--- config.mk ---
export PLATFORM = sky130hd
export DESIGN_NAME = aes_round_ctrl
export DESIGN_NICKNAME = d
export VERILOG_FILES = /design/src/rtl/aes_pkg.sv /design/src/rtl/aes_round_ctrl.sv
export SDC_FILE = /design/constraint.sdc
export NUM_CORES = 1
export LEC_CHECK = 0
export ABC_AREA = 1
export ABC_CLOCK_PERIOD_IN_PS = 1500
export CAP_MARGIN = 15
export CORE_AREA = 2 2 309 311
export DETAILED_ROUTE_END_ITERATION = 16
export DIE_AREA = 0 0 311 313
export PLACE_DENSITY = 0.46
export SLEW_MARGIN = 20
export SYNTH_ARGS = -nofsm -noshare
export SYNTH_HDL_FRONTEND = slang
export SYNTH_SLANG_ARGS = --single-unit
--- constraint.sdc ---
create_clock -name i_clk -period 1.5 [get_ports i_clk]
set_clock_uncertainty 0.15 [all_clocks]
set_input_delay 0.3 -clock i_clk [delete_from_list [all_inputs] [get_ports i_clk]]
set_output_delay 0.3 -clock i_clk [all_outputs]
set_load 0.01 [all_outputs]
--- src/rtl/aes_pkg.sv ---
// Shared constants and FSM encoding for the AES round sequencer.
// The dp_mode selector is derived from the round number alone.
package aes_pkg;

    localparam logic [1:0] DP_MODE_ARK   = 2'b00;
    localparam logic [1:0] DP_MODE_FULL  = 2'b01;
    localparam logic [1:0] DP_MODE_FINAL = 2'b10;

    localparam int unsigned NR_AES128 = 10;
    localparam int unsigned NR_AES192 = 12;
    localparam int unsigned NR_AES256 = 14;

    typedef enum logic [2:0] {
        StIdle,
        StKey,
        StIssue,
        StWait,
        StDone
    } ctrl_state_e;

    // Round 0 is the initial whitening, the last round skips MixColumns.
    function automatic logic [1:0] dp_mode_for(input logic [3:0] round, input logic [3:0] last);
        logic [1:0] mode;
        if (round == 4'd0) begin
            mode = DP_MODE_ARK;
        end else if (round == last) begin
            mode = DP_MODE_FINAL;
        end else begin
            mode = DP_MODE_FULL;
        end
        return mode;
    endfunction

endpackage

--- src/rtl/aes_round_ctrl.sv ---
// Sequencer for one AES block pass: owns the state and round-key registers, fetches each
// round key, launches the external round datapath and hands the ciphertext downstream.
module aes_round_ctrl
    import aes_pkg::*;
#(
    parameter int unsigned NR     = NR_AES128,
    parameter int unsigned DP_LAT = 1
) (
    input  logic         i_clk,
    input  logic         i_rst_n,
    input  logic         i_in_valid,
    output logic         o_in_ready,
    input  logic [127:0] i_in_data,
    output logic         o_key_req,
    output logic [3:0]   o_key_idx,
    input  logic         i_key_ack,
    input  logic [127:0] i_key_data,
    output logic         o_dp_start,
    output logic [1:0]   o_dp_mode,
    output logic [127:0] o_dp_data,
    output logic [127:0] o_dp_key,
    input  logic [127:0] i_dp_result,
    output logic         o_out_valid,
    output logic [127:0] o_out_data,
    input  logic         i_out_ready,
    output logic         o_busy,
    output logic [3:0]   o_round
);

    localparam int unsigned WAIT_W = (DP_LAT > 1) ? $clog2(DP_LAT) : 1;
    localparam logic [WAIT_W-1:0] WAIT_INIT = WAIT_W'(DP_LAT - 1);
    localparam logic [3:0] LAST_ROUND = 4'(NR);

    ctrl_state_e       r_fsm,      w_fsm_next;
    logic [127:0]      r_state,    w_state_next;
    logic [127:0]      r_key,      w_key_next;
    logic [3:0]        r_round,    w_round_next;
    logic [WAIT_W-1:0] r_wait_cnt, w_wait_next;

    always_ff @(posedge i_clk or negedge i_rst_n) begin
        if (!i_rst_n) begin
            r_fsm      <= StIdle;
            r_state    <= '0;
            r_key      <= '0;
            r_round    <= '0;
            r_wait_cnt <= '0;
        end else begin
            r_fsm      <= w_fsm_next;
            r_state    <= w_state_next;
            r_key      <= w_key_next;
            r_round    <= w_round_next;
            r_wait_cnt <= w_wait_next;
        end
    end

    always_comb begin
        w_fsm_next   = r_fsm;
        w_state_next = r_state;
        w_key_next   = r_key;
        w_round_next = r_round;
        w_wait_next  = r_wait_cnt;
        unique case (r_fsm)
            StIdle: begin
                if (i_in_valid) begin
                    w_state_next = i_in_data;
                    w_round_next = 4'd0;
                    w_fsm_next   = StKey;
                end
            end
            StKey: begin
                if (i_key_ack) begin
                    w_key_next = i_key_data;
                    w_fsm_next = StIssue;
                end
            end
            StIssue: begin
                w_wait_next = WAIT_INIT;
                w_fsm_next  = StWait;
            end
            StWait: begin
                // Result is only sampled once the datapath latency has elapsed.
                if (r_wait_cnt == '0) begin
                    w_state_next = i_dp_result;
                    if (r_round == LAST_ROUND) begin
                        w_fsm_next = StDone;
                    end else begin
                        w_round_next = r_round + 4'd1;
                        w_fsm_next   = StKey;
                    end
                end else begin
                    w_wait_next = r_wait_cnt - 1'b1;
                end
            end
            StDone: begin
                if (i_out_ready) begin
                    w_fsm_next = StIdle;
                end
            end
            default: begin
                w_fsm_next = StIdle;
            end
        endcase
    end

    assign o_in_ready  = (r_fsm == StIdle);
    assign o_key_req   = (r_fsm == StKey);
    assign o_dp_start  = (r_fsm == StIssue);
    assign o_out_valid = (r_fsm == StDone);
    assign o_busy      = (r_fsm != StIdle);
    assign o_key_idx   = r_round;
    assign o_round     = r_round;
    assign o_dp_mode   = dp_mode_for(r_round, LAST_ROUND);
    assign o_dp_data   = r_state;
    assign o_dp_key    = r_key;
    assign o_out_data  = r_state;

endmodule

==> qor.log <==
qor: run_status.run_status finished, violations left
qor: run_status.failed_checks setup timing
qor: grt.initial_antenna_violation_count 3
qor: placed_design.pre_cts_slack -0.408 ns
qor: clock_tree.clk_latency 0.55 ns
qor: floorplan.row_count 113
qor: drt.num_vias 15800
qor: pwr.power.ir.vdd_worst 930 uV
qor: synth.summed_instance_area_of_the_synthesized_netlist 13100 sq um
qor: sta.worst_pin_slew 0.367 ns
qor: finish.layout_commonest_cell sky130_fd_sc_hd__nand2_1
qor: synth.post_synth_main_area_contributors sky130_fd_sc_hd__dfrtp_1, sky130_fd_sc_hd__nand2_1, sky130_fd_sc_hd__nand3_1, sky130_fd_sc_hd__buf_4, sky130_fd_sc_hd__buf_2
qor: finish.drive_above_1_share 53.7%
qor: critical_path.timing.reg2reg.worst_path_depth 12
qor: pwr.post-layout-total-power 0.0684 W
qor: placed_design.placement.io_buffers 787
qor: synth.ys_seq_area_share 50.4%
qor: sta.max_clock_freq 0.504 GHz
qor: critical_path.critPathKind flip-flop to primary output
qor: finish.layoutNonFillerInstCount 4100
qor: clock_tree.cts_buffer_depth 3
qor: drt.wl 79700 um
qor: placed_design.globalplace.congestion 0.871
qor: critical_path.reg_to_reg_slack_setup -0.46 ns
qor: critical_path.worst_reg2reg_endpoint o_dp_data[12]$_DFFE_PN0P_
qor: drt.drt_pre_antenna_iters 5
qor: synth.synth_fp_nets 2110
qor: sta.hold_violations 0
qor: synth.ys_seq_elements 263
qor: critical_path.crit_path_end_kind primary output
qor: sta.rsz_0062_raised_after_global_routing true
qor: clock_tree.tritoncts built
qor: finish.final_cell_mix sky130_fd_sc_hd__nand2_1, sky130_fd_sc_hd__clkdlybuf4s50_1, sky130_fd_sc_hd__buf_6
qor: sta.timing.slew.headroom 75.5%
qor: synth.synth_top_cell_by_area sky130_fd_sc_hd__dfrtp_1
qor: grt.global_route_wire_length_before_repair 108000 um
qor: synth.syn-mean-instance-area 7.60 sq um
qor: finish.area.growth.synth_to_final 133%
qor: flow_run.cap_viol_max_count 0
qor: floorplan.core_area 94200 sq um
qor: sta.fin_tns_setup -113.85 ns
qor: floorplan.overall_die_height 313 um
qor: critical_path.crit-reg2reg-launch r_fsm[0]$_DFFE_PN0P_
qor: sta.slew_viol_final 0
qor: placed_design.placed_cells 3676
qor: pwr.powerDensity 2250 nW/um^2
qor: clock_tree.cts.clk_slew.worst_paths 0.06 ns
qor: grt.total_overflow_reported_by_the_global_router 0
qor: min_path.worstHoldPathType primary input to asynchronous set/reset pin
qor: critical_path.worst_setup_path_endpoint o_dp_mode[0]
qor: drt.drt-initial-drc-count 652
qor: critical_path.crit_path_start o_key_idx[1]$_DFFE_PN0P_
qor: drt.route.detailed.drc 0
qor: grt.track_usage 14.9%
qor: finish.num-nets-final 3202
qor: grt.first_global_vias 15400
qor: clock_tree.clock_tree.htree_level_count 2
qor: grt.grt_start_max_net_pins 51
qor: pwr.leakagePower 15.3 nW
qor: floorplan.floorplan.initialDensity 13.9%
qor: sta.final.period_utilization 132%
qor: clock_tree.tritoncts_num_sinks 263
qor: floorplan.io_pins 788
qor: drt.route.detailed.wl_per_inst 19.4 um
qor: floorplan.fp.dieW 311 um
qor: critical_path.critical_path_peak_fanout 3
qor: critical_path.worst_ep_arrival_time 1.53 ns
qor: sta.timing.final.setup_violations 660
qor: clock_tree.cts_made_buffers 35
qor: synth.yosysUniqueCellTypes 19
qor: floorplan.fp.dieArea 97300 sq um
qor: sta.worst_slack -0.483 ns
qor: critical_path.timing.critical_path.from_type flip-flop
qor: drt.detail_route.vias_per_cell 3.85
qor: critical_path.timing.critical_path.required 1.05 ns
qor: sta.period_needed 1.98 ns
qor: clock_tree.cts.root.buffer_cell sky130_fd_sc_hd__clkbuf_16
qor: finish.layout.filler_cells 9889
qor: synth.synth_warnings 0
qor: placed_design.hpwl_reported_at_the_end_of_detailed_placement 52100 um
qor: synth.synth_largest_type_area_fraction 50.4%
qor: drt.postRouteAntennaNets 0
qor: synth.post_synth_inst_count 1718
[where the power goes]
part | switching (W) | leakage, nW | internal (W)
Sequential | 0.00308 | 3.25 | 0.0106
Combinational | 0.0213 | 11.5 | 0.0252
Clock | 0.00347 | 0.541 | 0.00471
Total | 0.0279 | 15.3 | 0.0405
[critical path, cell delays in order, from the launching register on]
cell and delay (ns):
sky130_fd_sc_hd__dfrtp_1 0.39, sky130_fd_sc_hd__ha_2 0.18, sky130_fd_sc_hd__nand3_2 0.08, sky130_fd_sc_hd__inv_2 0.05, sky130_fd_sc_hd__a31oi_2 0.13, sky130_fd_sc_hd__buf_2 0.16
[cells by family (layout without fill, tap and decap cells)]
group / after synthesis / after routing / share of synthesized area (%)
flops: 263 / 263 / 50.4
other cells: 0 / 1 / 0
simple gates: 1187 / 1189 / 36.8
fa+ha+maj: 3 / 3 / 0.288
compound gates: 8 / 8 / 0.336
buf+inv: 257 / 1371 / 12.1
[synth_stat cells]
cell type,instances
sky130_fd_sc_hd__nand3_1,262
sky130_fd_sc_hd__nor2_4,1
sky130_fd_sc_hd__nand4_1,2
sky130_fd_sc_hd__buf_2,70
sky130_fd_sc_hd__buf_4,141
sky130_fd_sc_hd__o21ai_0,6
sky130_fd_sc_hd__clkbuf_1,21
sky130_fd_sc_hd__a21boi_0,1
sky130_fd_sc_hd__nand2_1,913
sky130_fd_sc_hd__nor2_1,5
sky130_fd_sc_hd__nor3_1,1
sky130_fd_sc_hd__nand3b_1,1
sky130_fd_sc_hd__or2_2,2
sky130_fd_sc_hd__dfrtp_1,263
sky130_fd_sc_hd__buf_1,12
sky130_fd_sc_hd__inv_1,11
sky130_fd_sc_hd__inv_2,2
sky130_fd_sc_hd__a31oi_1,1
sky130_fd_sc_hd__ha_1,3
[layer usage]
layer / up-vias / track usage [%] / routed length [um]
met4: 2 / 3.82 / 2110
li1: 7470 / - / -
met2: 606 / 25.9 / 39900
met3: 98 / 4.97 / 6220
met1: 7599 / 17.6 / 31400
met5: - / 0 / 13
[sequential cells by signal (all words and copies together) (netlist names)]
register / count
r_fsm: 3
o_key_idx: 4
o_dp_data: 128
o_dp_key: 128
[metrics by stage]
step                      util (%)  hold WS (ns)  area [sq um]
after global routing          32.3        0.0154         30500
after CTS                     28.2       0.00466         26600
final                         32.3        0.0464         30500
after detailed placement      24.0        0.0133         22600
after global placement        24.0        0.0105         22600
after floorplan                  -        -0.146         13100
[how the worst min path moves through the flow]
| stage | depth (start not counted) | slack, ns | endpoint |
|---|---|---|---|
| after floorplan | 0 | -0.15 | o_dp_data[0]$_DFFE_PN0P_ |
| after global routing | 2 | 0.02 | o_dp_key[54]$_DFFE_PN0P_ |
| after detailed placement | 1 | 0.01 | o_dp_key[106]$_DFFE_PN0P_ |
| after CTS | 2 | 0.005 | o_dp_key[56]$_DFFE_PN0P_ |
| after global placement | 1 | 0.01 | o_dp_key[106]$_DFFE_PN0P_ |
| final | 2 | 0.05 | o_dp_key[54]$_DFFE_PN0P_ |
[repair_timing]
| action | CTS | global route |
|---|---|---|
| gates resized for setup | 2134 | 721 |
| hold buffers | 1 | 0 |
| cloned | 38 | 21 |
| buffers inserted | 164 | 156 |
| pin swaps | 98 | 183 |
| setup endpoints to repair | 660 | 662 |
| hold endpoints to repair | 263 | 0 |
[final cells by class]
type,instances,area (sq um),area share [%]
Timing Repair Buffer,1296,14000,45.8
Multi-Input combinational cell,1200,7110,23.4
Sequential cell,263,6610,21.7
Tap cell,1265,1580,5.20
Clock buffer,52,1020,3.35
Inverter,13,80.1,0.263
Clock inverter,9,67.6,0.222
Timing Repair inverter,1,20.0,0.0657
Antenna cell,1,2.50,0.00822
(Power assumes the default switching activity.)
